`src/rtl/pcg_writer.sv`:
```
// pcg_writer
// Write-side controller for the MZ-80A programmable character generator RAM.
// CPU register writes set an 11-bit address pointer and enqueue pattern bytes
// (address captured with each byte) into a small FIFO. The FIFO drains into the
// PCG RAM only while the video timing block signals blanking.
//
// Build option: PCG_AUTOINC_EN -- when defined, every accepted data push
// advances the address pointer by one (wrapping 2047 -> 0).
//
// Ports:
//   clk       system clock, rising edge
//   rst       asynchronous active-high reset
//   cpu_wr    single-cycle CPU write strobe
//   cpu_sel   register select: 0 addr low, 1 addr high, 2 data, 3 ignored
//   cpu_data  CPU write data
//   cpu_busy  FIFO full (registered)
//   ovf       sticky: data write dropped because the FIFO was full
//   blank     early blank; high means the PCG RAM is free next cycle
//   ram_addr  PCG RAM write address (holds last value when idle)
//   ram_din   PCG RAM write data (holds last value when idle)
//   ram_we    PCG RAM write enable, one cycle per byte
module pcg_writer #(
    parameter int FIFO_DEPTH = 4
) (
    input  logic        clk,
    input  logic        rst,
    input  logic        cpu_wr,
    input  logic [1:0]  cpu_sel,
    input  logic [7:0]  cpu_data,
    output logic        cpu_busy,
    output logic        ovf,
    input  logic        blank,
    output logic [10:0] ram_addr,
    output logic [7:0]  ram_din,
    output logic        ram_we
);

    localparam int AW = $clog2(FIFO_DEPTH);
    localparam logic [AW:0] FULL = (AW+1)'(FIFO_DEPTH);

    typedef enum logic {
        IDLE  = 1'b0,
        WRITE = 1'b1
    } state_t;

    state_t        state;
    state_t        state_next;

    logic [18:0]   mem [FIFO_DEPTH];
    logic [AW-1:0] wr_idx;
    logic [AW-1:0] rd_idx;
    logic [AW:0]   count;
    logic [AW:0]   count_next;
    logic [10:0]   ptr;

    logic          data_wr;
    logic          push;
    logic          pop;

    // Fullness and emptiness are judged on pre-edge occupancy, so a push
    // into a full FIFO is dropped even if a pop happens on the same edge.
    assign data_wr = cpu_wr && (cpu_sel == 2'd2);
    assign push    = data_wr && (count != FULL);
    assign pop     = blank && (count != '0);

    always_comb begin
        count_next = count;
        case ({push, pop})
            2'b10:   count_next = count + 1'b1;
            2'b01:   count_next = count - 1'b1;
            default: count_next = count;
        endcase
    end

    always_comb begin
        state_next = IDLE;
        case (state)
            IDLE:    if (pop) state_next = WRITE;
            WRITE:   if (pop) state_next = WRITE;
            default: state_next = IDLE;
        endcase
    end

    always_ff @(posedge clk or posedge rst) begin
        if (rst) begin
            state <= IDLE;
        end else begin
            state <= state_next;
        end
    end

    // The write strobe is the state register itself, so reset removes it
    // immediately rather than at the next edge.
    assign ram_we = (state == WRITE);

    always_ff @(posedge clk or posedge rst) begin
        if (rst) begin
            wr_idx   <= '0;
            rd_idx   <= '0;
            count    <= '0;
            cpu_busy <= 1'b0;
            ovf      <= 1'b0;
            ptr      <= '0;
            ram_addr <= '0;
            ram_din  <= '0;
        end else begin
            count    <= count_next;
            cpu_busy <= (count_next == FULL);
            if (data_wr && (count == FULL)) begin
                ovf <= 1'b1;
            end
            if (push) begin
                wr_idx <= wr_idx + 1'b1;
            end
            if (pop) begin
                rd_idx   <= rd_idx + 1'b1;
                ram_addr <= mem[rd_idx][18:8];
                ram_din  <= mem[rd_idx][7:0];
            end
            if (cpu_wr && (cpu_sel == 2'd0)) begin
                ptr[7:0] <= cpu_data;
            end else if (cpu_wr && (cpu_sel == 2'd1)) begin
                ptr[10:8] <= cpu_data[2:0];
            end
`ifdef PCG_AUTOINC_EN
            else if (push) begin
                ptr <= ptr + 11'd1;
            end
`else
`endif
        end
    end

    // Queue storage carries no reset; validity is tracked by count.
    always_ff @(posedge clk) begin
        if (push) begin
            mem[wr_idx] <= {ptr, cpu_data};
        end
    end

endmodule

```
`config.mk`:
```
export PLATFORM = sky130hd
export DESIGN_NAME = pcg_writer
export DESIGN_NICKNAME = d
export VERILOG_FILES = /design/src/rtl/pcg_writer.sv
export SDC_FILE = /design/constraint.sdc
export NUM_CORES = 1
export LEC_CHECK = 0
export CAP_MARGIN = 10
export CELL_PAD_IN_SITES_DETAIL_PLACEMENT = 1
export CELL_PAD_IN_SITES_GLOBAL_PLACEMENT = 1
export CORE_AREA = 3 3 99 101
export CTS_CLUSTER_DIAMETER = 80
export CTS_CLUSTER_SIZE = 30
export DETAILED_ROUTE_END_ITERATION = 6
export DIE_AREA = 0 0 102 104
export GPL_TIMING_DRIVEN = 0
export PLACE_DENSITY = 0.75
export SYNTH_ARGS = -nofsm -noshare
export SYNTH_HDL_FRONTEND = slang
export SYNTH_SLANG_ARGS = --single-unit
```
`constraint.sdc`:
```
create_clock -name clk -period 2.73 [get_ports clk]
set_input_delay 0.546 -clock clk [delete_from_list [all_inputs] [get_ports clk]]
set_output_delay 0.546 -clock clk [all_outputs]
set_load 0.03 [all_outputs]
```
==> load_flow_metrics.sql <==
INSERT INTO impl_metrics (metric_group, metric, value, unit) VALUES
('setup_path', 'critical_path.max_fanout', '13', ''),
('timing', 'slew_headroom', '0.240', ''),
('clock_network', 'worst_skew_pair.late_latency', '0.51', 'ns'),
('clock_network', 'cts_max_level', '4', ''),
('drt', 'antenna_left', '0', ''),
('flow_run', 'cap_violations', '0', ''),
('global_routing', 'grt_first_pass_wirelength', '14.5', 'mm'),
('clock_network', 'cts_post_setup_buffers_inserted', '0', ''),
('floorplanning', 'die_x', '102', 'um'),
('timing', 'timing_worst_slew_pin_value', '1.14', 'ns'),
('setup_path', 'cp_top_family', 'compound AO/OA/AOI/OAI gates', ''),
('floorplanning', 'floorplan.initialDensity', '0.482', ''),
('setup_path', 'crit_chain', 'o31ai_1 > inv_2 > ha_1 > inv_1 > fa_1 > xor2_1 > or3_1 > a211oi_1', ''),
('yosys', 'synth-seq-area-share', '0.748', ''),
('global_routing', 'globalRouteTotalUtil', '0.190', ''),
('drt', 'total_number_of_vias', '2252', ''),
('placed_design', 'placement_stage_worst_setup_slack', '-0.578', 'ns'),
('global_routing', 'vias_in_the_first_global_route', '2516', ''),
('yosys', 'netlist-cell-type-count', '25', ''),
('cells_and_area', 'insertedDiodeCount', '0', ''),
('cells_and_area', 'area_growth_syn_to_layout', '25.0', '%'),
('clock_network', 'root_buffer', 'sky130_fd_sc_hd__clkbuf_8', ''),
('drt', 'remaining_drc_errors', '0', ''),
('clock_network', 'cts-buffers-inserted', '17', ''),
('timing', 'maxClockFrequency', '401', 'MHz'),
('yosys', 'yosys_most_used_dff', 'sky130_fd_sc_hd__edfxtp_1', ''),
('pwr', 'pd_cells', '1150', 'mW/mm^2'),
('pwr', 'design_power', '6.32', 'mW'),
('pwr', 'leakagePower', '2.10', 'nW'),
('floorplanning', 'floorplan.io_pins', '36', ''),
('yosys', 'synthesis.instances', '249', ''),
('timing', 'finalSetupViolCount', '0', ''),
('timing', 'worst_slack', '0.235', 'ns'),
('yosys', 'postSynthNetCount', '269', ''),
('cells_and_area', 'share_of_cells_above_drive_strength_1', '0.222', ''),
('setup_path', 'worst_path_largest_cell_delay', '0.50', 'ns'),
('placed_design', 'post_dp_cell_area', '0.00490', 'mm^2'),
('global_routing', 'grt_max_degree', '23', ''),
('cells_and_area', 'fillCellCount', '814', ''),
('yosys', 'post_synth.cell_area_avg', '17.6', 'um^2'),
('setup_path', 'cell_with_the_largest_stage_delay_on_the_worst_path', 'sky130_fd_sc_hd__o31ai_1', ''),
('floorplanning', 'core_area', '0.00911', 'mm^2'),
('floorplanning', 'fp.dieArea', '0.0106', 'mm^2'),
('timing', 'fin_crit', '2.50', 'ns'),
('setup_path', 'r2r-start', 'count[2]', ''),
('setup_path', 'critical_path_class', 'register to register', ''),
('pwr', 'peakVddDrop', '0.642', 'mV'),
('timing', 'clock_skew', '0.00871', 'ns'),
('yosys', 'yosys_warnings', '0', ''),
('drt', 'routed_via_density', '5.27', ''),
('cells_and_area', 'final_net_count', '323', ''),
('yosys', 'mappedNetlistArea', '0.00439', 'mm^2'),
('drt', 'route.detailed.wl_per_inst', '21.1', 'um'),
('setup_path', 'worstSetupStartpointType', 'register', ''),
('timing', 'final.period_utilization', '0.914', ''),
('worst_hold_path', 'class_of_the_tightest_hold_or_removal_check', 'input port to async pin', ''),
('cells_and_area', 'post-route-cell-area', '0.00549', 'mm^2'),
('yosys', 'synthTopCellsByArea', 'sky130_fd_sc_hd__edfxtp_1 (52%), sky130_fd_sc_hd__dfrtp_1 (23%), sky130_fd_sc_hd__mux4_2 (9.7%)', ''),
('timing', 'timing.final.max_slew_violations', '0', ''),
('drt', 'detailedRoute.firstIterationViolations', '148', ''),
('setup_path', 'reg2reg_slack', '0.23', 'ns'),
('placed_design', 'placed_cells_incl_taps', '396', ''),
('yosys', 'synthDominantCellAreaShare', '0.520', ''),
('clock_network', 'tritoncts_clock_tree', 'built', ''),
('yosys', 'synth_async_sr_flop_share', '0.345', ''),
('run_status', 'run_status', 'complete, no violations', ''),
('timing', 'final-hold-violation-count', '0', ''),
('global_routing', 'grt_antenna_before_repair', '0', ''),
('yosys', 'synth_largest_area_cell', 'sky130_fd_sc_hd__edfxtp_1', ''),
('setup_path', 'worstPathBufferInverterCount', '2', ''),
('placed_design', 'dp_hpwl', '5.23', 'mm');
## synth_stat cells, types with 2 or more instances
cell type and n:
sky130_fd_sc_hd__buf_4 2, sky130_fd_sc_hd__inv_1 8, sky130_fd_sc_hd__nand2_1 60, sky130_fd_sc_hd__dfrtp_1 40, sky130_fd_sc_hd__mux2_2 11, sky130_fd_sc_hd__ha_1 5
sky130_fd_sc_hd__and2_1 4, sky130_fd_sc_hd__xnor2_1 4, sky130_fd_sc_hd__mux4_2 19, sky130_fd_sc_hd__clkbuf_1 4, sky130_fd_sc_hd__edfxtp_1 76, sky130_fd_sc_hd__nor2_1 2
sky130_fd_sc_hd__buf_2 2
## area by class of cell
cell class | count | area (um^2) | share of cell area
Multi-Input combinational cell | 117 | 1040 | 0.189
Clock buffer | 22 | 463 | 0.0843
Tap cell | 111 | 139 | 0.0253
Buffer | 7 | 36.3 | 0.00661
Clock inverter | 10 | 130 | 0.0237
Sequential cell | 116 | 3280 | 0.598
Inverter | 8 | 30.0 | 0.00547
Timing Repair Buffer | 36 | 370 | 0.0675
## stage by stage
step / setup TNS (ns) / util
5_1_grt: 0 / 0.603
3_3_place_gp: -13.40 / 0.536
4_1_cts: 0 / 0.603
3_5_place_dp: -15.06 / 0.538
2_1_floorplan: 0 / -
6_report: 0 / 0.603
## kinds of logic after synthesis
group / count (synthesis) / synth area share
buf+inv: 16 / 0.0160
xor+xnor: 5 / 0.00997
mux: 32 / 0.130
fa+ha+maj: 6 / 0.0188
flops: 116 / 0.748
simple gates: 69 / 0.0661
compound gates: 5 / 0.0111
## worst reg2reg max path, stage by stage, from the launching register on
cell,delay [ns]
sky130_fd_sc_hd__dfrtp_1,0.45
sky130_fd_sc_hd__o31ai_1,0.50
sky130_fd_sc_hd__inv_2,0.25
sky130_fd_sc_hd__ha_1,0.28
sky130_fd_sc_hd__inv_1,0.09
sky130_fd_sc_hd__fa_1,0.20
sky130_fd_sc_hd__xor2_1,0.08
sky130_fd_sc_hd__or3_1,0.33
sky130_fd_sc_hd__a211oi_1,0.24
## per-layer routing
layer | up-vias | global-route usage | routed length (um)
met5 | - | 0 | 0
met2 | 58 | 0.304 | 4740
met1 | 1164 | 0.248 | 3750
li1 | 1016 | - | -
met4 | 0 | 0.0740 | 139
met3 | 14 | 0.0496 | 385
## layout by cell type (no fill, tap or decap), types with 3 or more instances in the layout
cell / netlist / layout
sky130_fd_sc_hd__and2_1: 4 / 4
sky130_fd_sc_hd__bufinv_16: 0 / 3
sky130_fd_sc_hd__clkbuf_1: 4 / 5
sky130_fd_sc_hd__clkbuf_16: 0 / 16
sky130_fd_sc_hd__clkbuf_8: 0 / 4
sky130_fd_sc_hd__clkdlybuf4s50_1: 0 / 35
sky130_fd_sc_hd__clkinv_2: 0 / 5
sky130_fd_sc_hd__dfrtp_1: 40 / 40
sky130_fd_sc_hd__edfxtp_1: 76 / 76
sky130_fd_sc_hd__ha_1: 5 / 5
sky130_fd_sc_hd__inv_1: 8 / 6
sky130_fd_sc_hd__mux2_2: 11 / 11
sky130_fd_sc_hd__mux4_2: 19 / 19
sky130_fd_sc_hd__nand2_1: 60 / 60
sky130_fd_sc_hd__xnor2_1: 4 / 4
## worst max path at each step
stage                to  cells past startpoint  startpoint
2_1_floorplan  cpu_busy                      9       blank
6_report       cpu_busy                      8    count[2]
3_3_place_gp   cpu_busy                     10       blank
4_1_cts        cpu_busy                      8    count[2]
3_5_place_dp   cpu_busy                     10       blank
5_1_grt        cpu_busy                      8    count[2]
## power by group
part / switching, mW / internal, mW / total [mW]
combinational: 0.947 / 0.750 / 1.70
clock: 0.748 / 1.45 / 2.20
sequential: 0.201 / 2.22 / 2.42
## state kept, by name, indices dropped and copies added (netlist names)
signal,count
ram_din,8
ptr,11
count,3
wr_idx,2
ram_addr,11
mem,76
rd_idx,2
ram_we,1
cpu_busy,1
ovf,1
## timing repair
item,in CTS,in global routing
resized for setup,0,1
endpoints found under the setup margin,1,1
pin swaps,0,0
hold buffers,0,0
Power figures use the tool's default switching activity.
